File: src/rtl/rx_frame_controller.sv
// Receive frame controller: edge-detects decoder frame-complete, filters by destination address,
// and buffers accepted frames in a small FIFO for the host, with drop/overflow accounting.
module rx_frame_controller #(
  parameter int unsigned                FRAME_SIZE = 16,
  parameter int unsigned                ADDR_WIDTH = 4,
  parameter logic [ADDR_WIDTH-1:0]      MY_ADDR    = 4'h1,
  parameter int unsigned                DEPTH      = 4,
  localparam int unsigned               PtrW       = $clog2(DEPTH),
  localparam int unsigned               LvlW       = PtrW + 1
) (
  input  logic                  clock,
  input  logic                  reset,
  input  logic                  enable,
  input  logic                  flush,
  input  logic [FRAME_SIZE-1:0] dec_data,
  input  logic                  dec_irq,
  output logic                  dec_reset,
  output logic [FRAME_SIZE-1:0] out_data,
  output logic                  out_valid,
  input  logic                  out_ready,
  output logic [LvlW-1:0]       fifo_level,
  output logic [7:0]            frame_count,
  output logic [7:0]            drop_count,
  output logic                  overflow
);

  typedef enum logic [1:0] {StOff, StFlush, StRun} state_e;

  state_e                r_state, w_state_next;
  logic                  r_flush_cnt;
  logic                  r_dec_reset;
  logic                  r_irq;
  logic [FRAME_SIZE-1:0] r_mem [DEPTH];
  logic [PtrW-1:0]       r_wr_ptr, r_rd_ptr;
  logic [LvlW-1:0]       r_level;
  logic [7:0]            r_frame_cnt, r_drop_cnt;
  logic                  r_overflow;

  logic [ADDR_WIDTH-1:0] w_dest;
  logic                  w_event, w_addressed, w_full, w_pop, w_push, w_drop, w_ovf_set, w_clear;

  always_comb begin
    w_state_next = r_state;
    unique case (r_state)
      StOff:   if (enable) w_state_next = StFlush;
      StFlush: begin
        if (!enable)          w_state_next = StOff;
        else if (r_flush_cnt) w_state_next = StRun;
      end
      StRun: begin
        if (!enable)    w_state_next = StOff;
        else if (flush) w_state_next = StFlush;
      end
      default: w_state_next = StOff;
    endcase
  end

  always_ff @(posedge clock or posedge reset) begin
    if (reset) begin
      r_state     <= StOff;
      r_flush_cnt <= 1'b0;
      r_dec_reset <= 1'b1;
      r_irq       <= 1'b0;
    end else begin
      r_state     <= w_state_next;
      r_flush_cnt <= (r_state == StFlush) && (w_state_next == StFlush);
      r_dec_reset <= (w_state_next != StRun);
      r_irq       <= dec_irq;
    end
  end

  // Events are only honoured in RUN and are discarded when the same cycle leaves RUN.
  always_comb begin
    w_dest      = dec_data[FRAME_SIZE-1 -: ADDR_WIDTH];
    w_addressed = (w_dest == MY_ADDR) || (&w_dest);
    w_event     = dec_irq && !r_irq && (r_state == StRun) && enable && !flush;
    w_full      = (r_level == LvlW'(DEPTH));
    w_pop       = out_valid && out_ready;
    w_push      = w_event && w_addressed && (!w_full || w_pop);
    w_ovf_set   = w_event && w_addressed && w_full && !w_pop;
    w_drop      = (w_event && !w_addressed) || w_ovf_set;
    w_clear     = (w_state_next != StRun);
  end

  always_ff @(posedge clock or posedge reset) begin
    if (reset) begin
      for (int i = 0; i < DEPTH; i++) r_mem[i] <= '0;
      r_wr_ptr <= '0;
      r_rd_ptr <= '0;
      r_level  <= '0;
    end else if (w_clear) begin
      r_wr_ptr <= '0;
      r_rd_ptr <= '0;
      r_level  <= '0;
    end else begin
      if (w_push) begin
        r_mem[r_wr_ptr] <= dec_data;
        r_wr_ptr        <= r_wr_ptr + PtrW'(1);
      end
      if (w_pop) r_rd_ptr <= r_rd_ptr + PtrW'(1);
      if (w_push && !w_pop)      r_level <= r_level + LvlW'(1);
      else if (w_pop && !w_push) r_level <= r_level - LvlW'(1);
    end
  end

  always_ff @(posedge clock or posedge reset) begin
    if (reset) begin
      r_frame_cnt <= '0;
      r_drop_cnt  <= '0;
      r_overflow  <= 1'b0;
    end else begin
      if (w_push && (r_frame_cnt != 8'hFF)) r_frame_cnt <= r_frame_cnt + 8'd1;
      if (w_drop && (r_drop_cnt != 8'hFF))  r_drop_cnt  <= r_drop_cnt + 8'd1;
      if (flush && (r_state == StRun)) r_overflow <= 1'b0;
      else if (w_ovf_set)              r_overflow <= 1'b1;
    end
  end

  assign dec_reset   = r_dec_reset;
  assign out_data    = r_mem[r_rd_ptr];
  assign out_valid   = (r_level != '0);
  assign fifo_level  = r_level;
  assign frame_count = r_frame_cnt;
  assign drop_count  = r_drop_cnt;
  assign overflow    = r_overflow;

endmodule

File: config.mk
export PLATFORM = sky130hd
export DESIGN_NAME = rx_frame_controller
export DESIGN_NICKNAME = d
export VERILOG_FILES = /design/src/rtl/rx_frame_controller.sv
export SDC_FILE = /design/constraint.sdc
export NUM_CORES = 1
export LEC_CHECK = 0
export BUFFER_PORTS_ARGS = -buffer_cell sky130_fd_sc_hd__buf_2
export CAP_MARGIN = 20
export CORE_MARGIN = 1.5
export CORE_UTILIZATION = 50
export CTS_BUF_LIST = sky130_fd_sc_hd__clkbuf_16
export CTS_CLUSTER_DIAMETER = 100
export CTS_CLUSTER_SIZE = 14
export DETAILED_ROUTE_END_ITERATION = 6
export MAX_ROUTING_LAYER = met4
export PLACE_DENSITY = 0.68
export REMOVE_ABC_BUFFERS = 1
export SLEW_MARGIN = 20
export SYNTH_ARGS = -nofsm -noshare
export SYNTH_HDL_FRONTEND = slang
export SYNTH_SLANG_ARGS = --single-unit
File: constraint.sdc
create_clock -name clock -period 6.9 [get_ports clock]
set_input_delay 1.035 -clock clock [delete_from_list [all_inputs] [get_ports clock]]
set_output_delay 1.035 -clock clock [all_outputs]
set_load 0.02 [all_outputs]
## Word-level counts from Yosys, hierarchy flattened

Index checks and enable logic that the tools add are counted.

| word-level totals | value |
|---|---|
| register bits after elaboration | 93 |
| output and inout bits | 38 |

| cells by class | value |
|---|---|
| add/subtract/negate cells | 6 |
| magnitude comparators | 3 |
| eq/ne operators | 8 |
| mux-type cells | 21 |
| bitwise operators | 3 |
| reduce and logical (&&, ||, !) cells | 34 |

Operator list:

| operator | count |
|---|---|
| $bwmux W64 | 1 |
| $mux W16 | 3 |
| $bmux W16 S2 | 1 |
| $demux W16 S2 | 1 |
| $mux W2 | 9 |
| $logic_and A1 B1 Y1 | 17 |
| $add A8 B1 Y8 const B | 2 |
| $ne A8 B8 Y1 const B | 2 |
| $mux W3 | 3 |
| $ge A3 B3 Y1 const B | 2 |
| $logic_not A1 Y1 | 6 |
| $not A2 Y3 | 2 |
| $pmux W2 S3 | 1 |
| $reduce_bool A2 Y1 | 3 |
| $reduce_bool A3 Y1 | 2 |
| $add A2 B1 Y2 const B | 2 |
| $eq A2 B1 Y1 const B | 2 |
| $eq A4 B1 Y1 const B | 1 |
| $reduce_and A4 Y1 | 1 |
| $add A3 B1 Y3 const B | 1 |
| $eq A3 B3 Y1 const B | 1 |
| $logic_or A1 B1 Y1 | 3 |
| $lt A3 B1 Y1 const B | 1 |
| $sub A3 B1 Y3 const B | 1 |
| other kinds (6) | 7 |

## Depth between registers and ports, before layout

| depth | value |
|---|---|
| depth after elaboration | 12 |
| depth in mapped cells | 10 |
| depth with buffers taken out | 8 |

## Worst setup path before layout

Ideal clock, no wire load.

| path | value |
|---|---|
| path kind | input to register |
| from | input flush |
| to | register r_level[2], in the netlist fifo_level[2] |
| arrival time | 3066 ps |
| slack | 3706 ps |
| stages | 10 |
| path buffers | 2 |
| path through | or3b_1 -> or2_1 -> buf_6 -> buf_6 -> nor3_1 -> fa_1 -> and3b_1 -> o221a_2 -> a41oi_1 -> nand3_1 |

| on the way | value |
|---|---|
| word-level cells in the longest chain between the ends | 7 |
| elaborated cells between the ends (all ways) | 14 |
| those cells by class | eq/ne (1); mux (5); reduce/logical (8) |

Ends and longest elaborated chain:

| element | RTL line | RTL |
|---|---|---|
| start: declaration | 14 | `input logic flush,` |
| parallel branches: the longest is 7 deep, another holds $pmux W2 S3 | -- |  |
| end signal: assignment | 101 | `if (w_push && !w_pop) r_level <= r_level + LvlW'(1);` |
| end signal: assignment | 102 | `else if (w_pop && !w_push) r_level <= r_level - LvlW'(1);` |
| end: declaration | 35 | `logic [LvlW-1:0] r_level;` |

Parallel ways; which one is timed is not known.
A chain may end at the register's enable or synchronous reset.

## Worst setup path after layout

| path | value |
|---|---|
| from | input dec_data[13] |
| to | register r_level[2], in the netlist fifo_level[2] |

| on the way | value |
|---|---|
| word-level cells in the longest chain between the ends | 7 |
| elaborated cells between the ends (all ways) | 11 |
| those cells by class | eq/ne (1); mux (2); reduce/logical (8) |

Ends and longest elaborated chain:

| element | RTL line | RTL |
|---|---|---|
| start: declaration | 15 | `input logic [FRAME_SIZE-1:0] dec_data,` |
| $eq A4 B1 Y1 or $reduce_and A4 Y1 (tied branches) | 75 | `w_addressed = (w_dest == MY_ADDR) \|\| (&w_dest);` |
| $logic_or A1 B1 Y1 (*) | 75 |  |
| $logic_and A1 B1 Y1 (*) (2 in series) | 79 | `w_push = w_event && w_addressed && (!w_full \|\| w_pop);` |
| $logic_and A1 B1 Y1 or $logic_not A1 Y1 (tied branches) | 101, 102 |  |
| $mux W3 or $logic_and A1 B1 Y1 (tied branches) | 101, 102 |  |
| $mux W3 or $reduce_bool A3 Y1 (tied branches) | -- |  |

Every way passes the cells marked *; elsewhere a longest branch is shown, timed or not.

==> impl_metrics.env <==
export IMPL_track_usage=0.1923
export IMPL_layout_drive_gt1_share=0.4499
export IMPL_tns_ns=0
export IMPL_clock_sinks=93
export IMPL_hold_violations=0
export IMPL_yosys_most_used_dff="dfrtp_1"
export IMPL_avgViaCountPerCell=5.771
export IMPL_p_leak_uw=0.002622
export IMPL_synth_enable_flop_cells=0
export IMPL_seqCellArea_sq_um=2328
export IMPL_dp_cells=461
export IMPL_dr_total_vias=2753
export IMPL_fp_dieW_um=96.96
export IMPL_highest_layer="met4"
export IMPL_gr_total_overflow=0
export IMPL_maxCapViolCount=0
export IMPL_cp_required_ns=7.11
export IMPL_first_pass_iters=4
export IMPL_setup_viol=0
export IMPL_min_period_ns=3.138
export IMPL_critPathArrivalTime_ns=3.35
export IMPL_ir_drop_mv=0.1484
export IMPL_cts_made_buffers=9
export IMPL_holdBufCountCts=0
export IMPL_grt_pass1_wl_um=14090
export IMPL_cts_setup_buffers=0
export IMPL_ioPinCount=60
export IMPL_diodes=0
export IMPL_m1WireLength_um=3940
export IMPL_syn_inst=307
export IMPL_globalplace_congestion=0.8618
export IMPL_worst_pin_slew_ns=0.9073
export IMPL_ctsRootBufferMaster="clkbuf_16"
export IMPL_htree_levels=3
export IMPL_post_route_period_util=0.4548
export IMPL_syn_area_sq_um=4414
export IMPL_grt_pass1_vias=2716
export IMPL_synthArstFlopShare=1.000
export IMPL_grt_setup_unrepaired="no"
export IMPL_cts_tree="yes"
export IMPL_synthMostInstantiatedCell="dfrtp_1"
export IMPL_antenna_found_initial=0
export IMPL_multi_input_area_sq_um=1941
export IMPL_synth_commonest_cells="dfrtp_1, mux2_2, mux4_2"
export IMPL_dieHeight_um=96.96
export IMPL_hp_class="flop to flop"
export IMPL_fmaxAchievable_mhz=318.7
export IMPL_cts_buffer_depth=2
export IMPL_fill_cells=715
export IMPL_start_util=0.5112
export IMPL_synthSimpleGateAreaFrac=0.1037
export IMPL_maxSlewViolCount=0
export IMPL_ys_top_cells_by_area="dfrtp_1, mux2_2, mux4_2"
export IMPL_wl_met2_um=3852
export IMPL_synth_top_family_by_area="multiplexers"
export IMPL_powerDensity_nw_per_um2=219.6
export IMPL_ant_nets=0
export IMPL_finalHoldWorstSlack_ns=0.4654
export IMPL_nets=393
export IMPL_synth_compound_area_share=0.02834
export IMPL_synth_xor_area_frac=0.03175
export IMPL_yosysWarnings=0
export IMPL_syn_to_final_growth_pct=14.97
export IMPL_grt_max_degree=87
export IMPL_path_max_fanout=14
export IMPL_p_total_uw=1114
export IMPL_core_area_sq_um=8636
export IMPL_hpwlAfterDp_um=5190
export IMPL_yosysSeqAreaShare=0.5275
export IMPL_wl_per_cell_um=17.09
export IMPL_relSlewSlack=0.3951
export IMPL_status="finished, final reports clean"
export IMPL_synthAdderAreaFrac=0.02154
export IMPL_cts_resized=0
export IMPL_synth_area_per_cell_sq_um=14.38
export IMPL_final_cell_count_no_fill=477
export IMPL_timing_worst_setup_path_type="primary input to flop"
export IMPL_synth_top_cell_area_share=0.5215
export IMPL_synth_distinct_cells=53
export IMPL_ys_ff_latch=93
export IMPL_end_kind="flop"
export IMPL_wl_um=8151
export IMPL_clk_insertion_delay_late_ns=0.33
export IMPL_critical_path_startpoint_type="primary input"
export IMPL_path_clk_slew_ns=0.07
export IMPL_drtIter0Drc=116
export IMPL_met3_length_um=273
export IMPL_skew_ns=0.007510
export IMPL_post_place_ws_ns=3.433
export IMPL_setup_ws_ns=3.762
export IMPL_drc=0
export IMPL_synth_top_area_cell="dfrtp_1"
export IMPL_row_count=34
export IMPL_synth_mux_area_frac=0.2543
export IMPL_io_buffers=59
export IMPL_dieArea_sq_um=9401
sequential cells by signal, indices dropped and copies added (netlist names):
signal       count
r_flush_cnt      1
r_rd_ptr         2
overflow         1
r_state          2
r_mem           64
r_wr_ptr         2
frame_count      8
drop_count       8
r_irq            1
dec_reset        1
fifo_level       3
cells by family after synthesis:
group / count (synthesis)
compound gates: 15
flops: 93
buf+inv: 24
mux: 81
simple gates: 71
fa+ha+maj: 7
xor+xnor: 16
cell type report:
| cell class | instances | area share |
|---|---|---|
| Multi-Input combinational cell | 190 | 0.3824 |
| Timing Repair Buffer | 61 | 0.06188 |
| Clock buffer | 9 | 0.04438 |
| Inverter | 9 | 0.006903 |
| Tap cell | 108 | 0.02663 |
| Clock inverter | 7 | 0.01898 |
| Sequential cell | 93 | 0.4588 |
placed cells by master, fill, tap and decap left out, drive strengths merged, types with 8 or more instances in the layout:
cell / synthesis / layout
dfrtp: 92 / 92
nor4: 11 / 11
xor2: 15 / 15
clkbuf: 5 / 9
mux4: 16 / 16
mux2: 62 / 62
nand3: 14 / 14
buf: 10 / 61
nand2: 8 / 8
inv: 8 / 9
stage by stage:
| stage | utilization | cell area (sq um) |
|---|---|---|
| after floorplan | - | 4303 |
| after CTS | 0.5872 | 5071 |
| after global placement | 0.5500 | 4750 |
| final | 0.5877 | 5075 |
| after global routing | 0.5877 | 5075 |
| after detailed placement | 0.5500 | 4750 |
worst max-delay path: stages:
cell and delay [ns]:
buf_2 0.17, or4b_4 0.59, a21o_1 0.28, nor3_1 0.27
fa_1 0.31, and3b_1 0.20, o221a_2 0.23, a41oi_1 0.17
nand3_1 0.09
power by group:
part           internal, uW  switching, uW
Sequential              548           2.76
Combinational          10.4           25.0
Clock                   319            209
layer usage:
metal	vias to the layer above	global-route usage
met4	0	0.06020
met1	1432	0.2715
met2	62	0.2916
li1	1249	-
met3	10	0.02673
met5	-	-
final timing paths:
path,startpoint,end,slack (ns),cells past startpoint
hold / removal,r_flush_cnt,r_flush_cnt,0.47,1
setup / recovery,dec_data[13],fifo_level[2],3.76,9
max in group asynchronous,reset,r_mem[29],5.35,3
hold reg to reg,r_flush_cnt,r_flush_cnt,0.47,1
setup reg to reg,r_state[0],fifo_level[2],4.16,8
min in group asynchronous,reset,r_irq,0.58,2
Power figures use the tool's default switching activity.
